`config.mk`:
```
export PLATFORM = sky130hd
export DESIGN_NAME = ifc_bundle
export DESIGN_NICKNAME = d
export VERILOG_FILES = /design/src/rtl/ifc_pkg.sv /design/src/rtl/ifc_struct_gen.sv /design/src/rtl/ifc_bundle.sv
export SDC_FILE = /design/constraint.sdc
export NUM_CORES = 1
export LEC_CHECK = 0
export BUFFER_PORTS_ARGS = -buffer_cell sky130_fd_sc_hd__buf_2
export CAP_MARGIN = 10
export CORE_AREA = 3 3 110 112
export CTS_CLUSTER_SIZE = 40
export DETAILED_ROUTE_END_ITERATION = 8
export DIE_AREA = 0 0 113 115
export GPL_ROUTABILITY_DRIVEN = 1
export PLACE_DENSITY = 0.91
export SLEW_MARGIN = 20
export SYNTH_ARGS = -nofsm -noshare
export SYNTH_HDL_FRONTEND = slang
export SYNTH_SLANG_ARGS = --single-unit
```
`constraint.sdc`:
```
create_clock -name clk -period 3.9 [get_ports clk]
set_input_delay 0 -clock clk [delete_from_list [all_inputs] [get_ports clk]]
set_output_delay 0 -clock clk [all_outputs]
set_load 0.005 [all_outputs]
```
`src/rtl/ifc_pkg.sv`:
```
// Shared types and default parameters for the ifc_bundle signal bundle.
package ifc_pkg;

  typedef struct packed {
    logic signed [31:0] val100;
    logic signed [31:0] val200;
  } struct_t;

  localparam int IFC_WIDTH      = 32;
  localparam int IFC_OFFSET_A   = 100;
  localparam int IFC_OFFSET_B   = 200;
  localparam int IFC_FINISH_CYC = 20;

endpackage

```
`src/rtl/ifc_struct_gen.sv`:
```
// Combinational value -> {val100, val200} adder pair; wraps modulo 2^WIDTH.
module ifc_struct_gen #(
  parameter int WIDTH    = 32,
  parameter int OFFSET_A = 100,
  parameter int OFFSET_B = 200
) (
  input  logic signed [WIDTH-1:0]   value,
  output logic        [2*WIDTH-1:0] st
);

  localparam logic signed [WIDTH-1:0] OFF_A = WIDTH'(OFFSET_A);
  localparam logic signed [WIDTH-1:0] OFF_B = WIDTH'(OFFSET_B);

  logic signed [WIDTH-1:0] val100, val200;

  // Truncating adds: two's-complement wrap, no saturation.
  assign val100 = value + OFF_A;
  assign val200 = value + OFF_B;
  assign st     = {val100, val200};

endmodule

```
`src/rtl/ifc_bundle.sv`:
```
// Cycle counter, value register, derived struct, sticky struct checker and
// a one-cycle done pulse at FINISH_CYC.
module ifc_bundle
  import ifc_pkg::*;
#(
  parameter int WIDTH      = IFC_WIDTH,
  parameter int OFFSET_A   = IFC_OFFSET_A,
  parameter int OFFSET_B   = IFC_OFFSET_B,
  parameter int FINISH_CYC = IFC_FINISH_CYC
) (
  input  logic                      clk,
  input  logic                      rst,
  input  logic                      value_wr,
  input  logic signed [WIDTH-1:0]   value_in,
  input  logic        [2*WIDTH-1:0] struct_in,
  input  logic                      struct_chk_en,
  output logic        [WIDTH-1:0]   cyc,
  output logic signed [WIDTH-1:0]   value,
  output logic        [2*WIDTH-1:0] the_struct,
  output logic                      chk_err,
  output logic                      done
);

  localparam logic [WIDTH-1:0] FIN = WIDTH'(FINISH_CYC);

  logic [WIDTH-1:0] cyc_nxt;
  logic             chk_miss;

  ifc_struct_gen #(
    .WIDTH    (WIDTH),
    .OFFSET_A (OFFSET_A),
    .OFFSET_B (OFFSET_B)
  ) u_gen (
    .value (value),
    .st    (the_struct)
  );

  assign cyc_nxt  = cyc + WIDTH'(1);
  // the_struct still reflects the pre-edge value, so a same-edge write is
  // not seen by the comparison.
  assign chk_miss = struct_chk_en && (struct_in != the_struct);

  always_ff @(posedge clk or posedge rst) begin
    if (rst) begin
      cyc     <= '0;
      value   <= '0;
      chk_err <= 1'b0;
      done    <= 1'b0;
    end else begin
      cyc <= cyc_nxt;
      if (value_wr) value <= value_in;
      if (chk_miss) chk_err <= 1'b1;
      // Registered so done lines up with the cycle in which cyc == FINISH_CYC.
      done <= (cyc_nxt == FIN);
    end
  end

endmodule

```
=== Yosys cells after proc, flatten, opt, wreduce, memory -nomap -nowiden ===
Index checks and enable logic that the tools add are counted.

* Bits in registers: 66
* Logic and storage cells: 10

* Reduce and logical (&&, ||, !) cells: 1
* Eq/ne operators: 2
* $add $sub $neg: 3

{| class="wikitable"
|+ Operators with widths
! cell !! number
|-
| $ne 64x64->1 || 1
|-
| $add 32x1->32 const B || 1
|-
| $add 32x8->32 const B || 1
|-
| $add 32x9->32 const B || 1
|-
| $eq 32x5->1 const B || 1
|-
| $logic_and 1x1->1 || 1
|}

=== Longest topological paths before layout ===
* Word-level depth: 3
* Depth in mapped cells: 11
* Gate-level depth less buffers: 9

=== By module ===
A second synthesis with hierarchy kept.

* Cells, all modules: 494
* Area total of the unflattened synthesis: 4,865.9 um2

{| class="wikitable"
|+ Modules (own cells, without submodules)
! module !! seq. area each (um2) !! area each (um2) !! times used !! cells an instance
|-
| ifc_bundle || 1,651.6 || 3,646.0 || 1 || 324
|-
| ifc_struct_gen || 0.0 || 1,219.9 || 1 || 170
|}

=== Worst setup path before layout ===
Ideal clock, no wire load.

* Path kind: register to register
* Start point: register value[3]
* End point: register chk_err
* Required time: 3.764 ns
* Buffers on the path: 0
* Library setup time: 0.136 ns
* Cell stages (with the launch flop): 10
* Path slack: 1.049 ns
* Data arrival time: 2.716 ns
* Clock period less this slack: 2.851 ns
* Cells stage by stage: dfrtp_1 ha_1 a211oi_4 nor3_1 xor2_1 xor2_1 a2111o_1 or4_1 nor4_1 a31oi_1

* Longest elaborated chain between the ends: 3
* Elaborated cells between the ends (all ways): 4
* Those cells by class: add/sub: 2; eq/ne: 1; reduce/logical: 1

{| class="wikitable"
|+ Ends and longest elaborated chain
! item !! line !! RTL
|-
| start: declaration || ifc_bundle.sv:18 || <nowiki>output logic signed [WIDTH-1:0] value,</nowiki>
|-
| start signal: assignment || ifc_bundle.sv:51 || <nowiki>if (value_wr) value <= value_in;</nowiki>
|-
| $add 32x8->32 || ifc_struct_gen.sv:17 || <nowiki>assign val100 = value + OFF_A;</nowiki>
|-
| via the_struct[43] || ifc_bundle.sv:19 || <nowiki>output logic [2*WIDTH-1:0] the_struct,</nowiki>
|-
| $ne 64x64->1 || ifc_bundle.sv:41 || <nowiki>assign chk_miss = struct_chk_en && (struct_in != the_struct);</nowiki>
|-
| $logic_and 1x1->1 || ifc_bundle.sv:41 ||
|-
| end signal: assignment || ifc_bundle.sv:47 || <nowiki>chk_err <= 1'b0;</nowiki>
|-
| end signal: assignment || ifc_bundle.sv:52 || <nowiki>if (chk_miss) chk_err <= 1'b1;</nowiki>
|-
| end: declaration || ifc_bundle.sv:20 || <nowiki>output logic chk_err,</nowiki>
|}

The timed path passes the listed nets, and every way through them passes these cells.
A chain may end at the register's enable or synchronous reset.

=== Worst setup path in the final report ===
* Start point: register value[10]
* End point: register chk_err

* Longest elaborated chain between the ends: 3
* Elaborated cells between the ends (all ways): 4
* Those cells by class: add/sub: 2; eq/ne: 1; reduce/logical: 1

{| class="wikitable"
|+ Ends and longest elaborated chain
! item !! line
|-
| $add 32x9->32 / $add 32x8->32 (equally long branches) || ifc_struct_gen.sv:18, ifc_struct_gen.sv:17
|-
| $ne 64x64->1 * || ifc_bundle.sv:41
|-
| $logic_and 1x1->1 * || ifc_bundle.sv:41
|}

Every way passes the cells marked *; elsewhere a longest branch is shown, timed or not.

==> summary.md <==
- most common library cell in the layout ignoring fill and taps: sky130_fd_sc_hd__buf_2
- pin count of the biggest net entering global routing: 47
- CTS H-tree lvls: 3
- GP Congestion: 0.9832
- count of boundary I/O pins: 230
- highest-count cells in the layout ignoring fill and taps: 229 x sky130_fd_sc_hd__buf_2, 68 x sky130_fd_sc_hd__xnor2_1, 66 x sky130_fd_sc_hd__dfrtp_1, 60 x sky130_fd_sc_hd__xor2_1, 44 x sky130_fd_sc_hd__nand2_1
- Tightest Pin Transition: 856.2 ps
- end of the worst register-to-register path: chk_err
- worst voltage drop across the vdd grid: 253.3 µV
- total power: 2347 µW
- Die Wd: 113 µm
- Routed WL per cell: 20.13 µm
- via count of the first global-routing pass: 5899
- hold path startpoint: struct_in[24]
- pwr dens: 320.1 nW/µm²
- category of the most critical setup path: flop to flop
- Crit Reg-Reg Startpoint: value[10]
- fin crit share: 90.10%
- synth unique cells: 69
- Hold Path Depth: 4
- netlist area before placement: 5574 µm²
- detailed-router iteration count before antenna repair: 5
- fraction of post-synthesis cell area in the top cell type by area: 29.63%
- maximum fanout along the worst path: 14
- number of placement rows: 39
- post-synth net total: 721
- CTS sink cnt: 66
- Detailed Route Iter0 Violations: 531
- number of buffers between clock root and the deepest sink: 2
- Placement Cell Area: 6676 µm²
- Residual DRC: 0
- Post-CTS Setup Bufs: 0
- post-route standard cell area excluding fillers: 7331 µm²
- hold endpoint: chk_err
- register area share after synthesis: 29.63%
- GRT busiest layer: met2
- critical path required time: 4100 ps
- kind of start point of the critical path: flop
- total global routing overflow: 0
- first-pass GRT wire length: 31260 µm
- Relative slew margins: 42.92%
- number of buffers inserted during clock tree synthesis: 9
- Worst Reg2Reg Path Length in Cells: 8
- via density per instance: 5.990
- aggregate global-route resource usage: 30.44%
- Post-Synthesis Mean Instance Area: 9.020 µm²
- Net count, final: 961
- Chip Height: 115 µm
- Total Neg Setup Slack: 0 ps
- antenna violations before repair: 1
- leakage component of the power: 0.003391 µW
- internal reg-to-reg setup slack: 390 ps
- core box area: 11320 µm²
- Synth area leader: sky130_fd_sc_hd__dfrtp_1
- wire length reported by the detailed router: 20250 µm
- max-slew violations: 0
- Min-Delay Path Class: input pin to flop
- Highest Clock Rate: 284.6 MHz
- number of nets still failing antenna checks after routing: 0
- main area contributors after synthesis: sky130_fd_sc_hd__dfrtp_1 30%, sky130_fd_sc_hd__xnor2_1 11%, sky130_fd_sc_hd__xor2_1 9.4%
- vias post-DR: 6026
- Worst Setup End Kind: flop
- GR Util met2: 52.49%
- n_diodes: 0
- later-pin clock latency in the skew report: 340 ps
- cells after synthesis: 618
- CTS hold repair buffers: 34
- post-synthesis register bit count: 66
- HPWL after DPL: 15380 µm
- data arrival time of the critical path: 3720 ps
- area of the multi-input gates: 3546 µm²
- number of hold violations in the final report: 0
- root buffer cell: sky130_fd_sc_hd__clkbuf_16
- met1 usage in global routing: 35.88%
- top_reg_cell synth: sky130_fd_sc_hd__dfrtp_1
- Final Setup Violations: 0
- minimum clock period after layout: 3514 ps
- clock transition at the registers of the reported paths: 60 ps
- number of I/O port buffers: 229
- initial cell density of the core: 49.24%
- quantity of gates resized following cts: 0
- outcome: completed
- number of warnings printed during yosys synthesis: 0
- sequential standard cell area: 1652 µm²
- setup skew after layout: 9.484 ps
- post-synthesis async set-or-reset flop share: 100.0%
- TritonCTS clock tree: done
- Area Overhead vs Synth: 31.52%
- layout cell share with drive strength beyond 1: 34.88%
- fillers: 929
- die area: 13000 µm²
- count of max-cap constraint violations: 0
- count of flip-flops with a built-in enable after synthesis: 0
- met3 usage: 7.947%
- RSZ-0062 raised after global routing: no
- Post-Route Utilization: 64.75%
synthesized netlist by cell type (4+ instances only):
cell and count:
sky130_fd_sc_hd__a211o_1 4, sky130_fd_sc_hd__a211oi_1 5, sky130_fd_sc_hd__a21oi_1 14, sky130_fd_sc_hd__a31oi_1 4, sky130_fd_sc_hd__and2_1 6, sky130_fd_sc_hd__and3_1 11
sky130_fd_sc_hd__and4_1 8, sky130_fd_sc_hd__buf_2 10, sky130_fd_sc_hd__buf_4 10, sky130_fd_sc_hd__clkbuf_1 13, sky130_fd_sc_hd__clkbuf_8 5, sky130_fd_sc_hd__dfrtp_1 66
sky130_fd_sc_hd__inv_1 21, sky130_fd_sc_hd__mux2_2 28, sky130_fd_sc_hd__nand2_1 44, sky130_fd_sc_hd__nand3_1 31, sky130_fd_sc_hd__nand3b_1 4, sky130_fd_sc_hd__nand4_1 20
sky130_fd_sc_hd__nor2_1 34, sky130_fd_sc_hd__nor3_1 29, sky130_fd_sc_hd__nor3b_1 7, sky130_fd_sc_hd__nor4_1 13, sky130_fd_sc_hd__o211ai_1 4, sky130_fd_sc_hd__o21ai_0 14
sky130_fd_sc_hd__o32ai_1 4, sky130_fd_sc_hd__or3_1 8, sky130_fd_sc_hd__or4_1 8, sky130_fd_sc_hd__xnor2_1 68, sky130_fd_sc_hd__xor2_1 60
final cells by class:
| type | count | area share (%) |
|---|---|---|
| Multi-Input combinational cell | 487 | 48.37 |
| Sequential cell | 66 | 22.53 |
| Timing Repair Buffer | 273 | 21.30 |
| Clock buffer | 11 | 3.448 |
| Tap cell | 143 | 2.441 |
| Inverter | 21 | 1.092 |
| Clock inverter | 5 | 0.8193 |
report_power, final:
part | internal [µW] | switching [µW]
clock network | 534 | 335
logic | 320 | 349
registers | 716 | 92.5
total | 1570 | 777
worst max-delay path by stage:
stage | depth (start not counted) | from | to
after floorplan | 9 | value[3] | chk_err
after global placement | 8 | value[7] | chk_err
after detailed placement | 8 | value[10] | chk_err
after CTS | 8 | value[10] | chk_err
after global routing | 8 | value[10] | chk_err
final | 8 | value[10] | chk_err
flip-flops by register name, indices dropped and copies added (netlist names):
register	count
chk_err	1
cyc	32
done	1
value	32
routing by layer:
layer / vias to the layer above / part of all wire [%]
li1: 2699 / -
met1: 2812 / 36
met2: 426 / 48
met3: 87 / 11
met4: 2 / 4.6
met5: - / 0.064
worst max-delay path, stage by stage, from the launching register on:
cell and delay [ps]:
sky130_fd_sc_hd__dfrtp_1 590, sky130_fd_sc_hd__nand4_1 370, sky130_fd_sc_hd__or3_1 570, sky130_fd_sc_hd__nor3_1 500, sky130_fd_sc_hd__xor2_1 140, sky130_fd_sc_hd__or3_1 320, sky130_fd_sc_hd__a2111oi_0 560, sky130_fd_sc_hd__and4_1 260
sky130_fd_sc_hd__a31oi_1 80
cells by family (layout without fill, tap and decap cells):
kind of cell	count (synthesis)	after routing	synth area share [%]
muxes	32	32	6.599
AOI/OAI and AO/OA	76	76	9.967
DFF	66	66	29.63
xor gates and xnor gates	132	132	21.75
buffers and inverters	65	310	6.757
and+or+nand+nor	244	244	24.62
adders and majority gates	3	3	0.6735
stage by stage:
stage	setup slack [ps]	cells	hold WS [ps]
floorplan	1049	618	116.8
global placement	645.7	956	210.3
detailed placement	456.7	956	217.7
CTS	446.0	1006	97.19
global route	209.2	1006	132.0
finish	386.0	1006	107.6
Note: power is estimated with default switching activity, not from simulation.
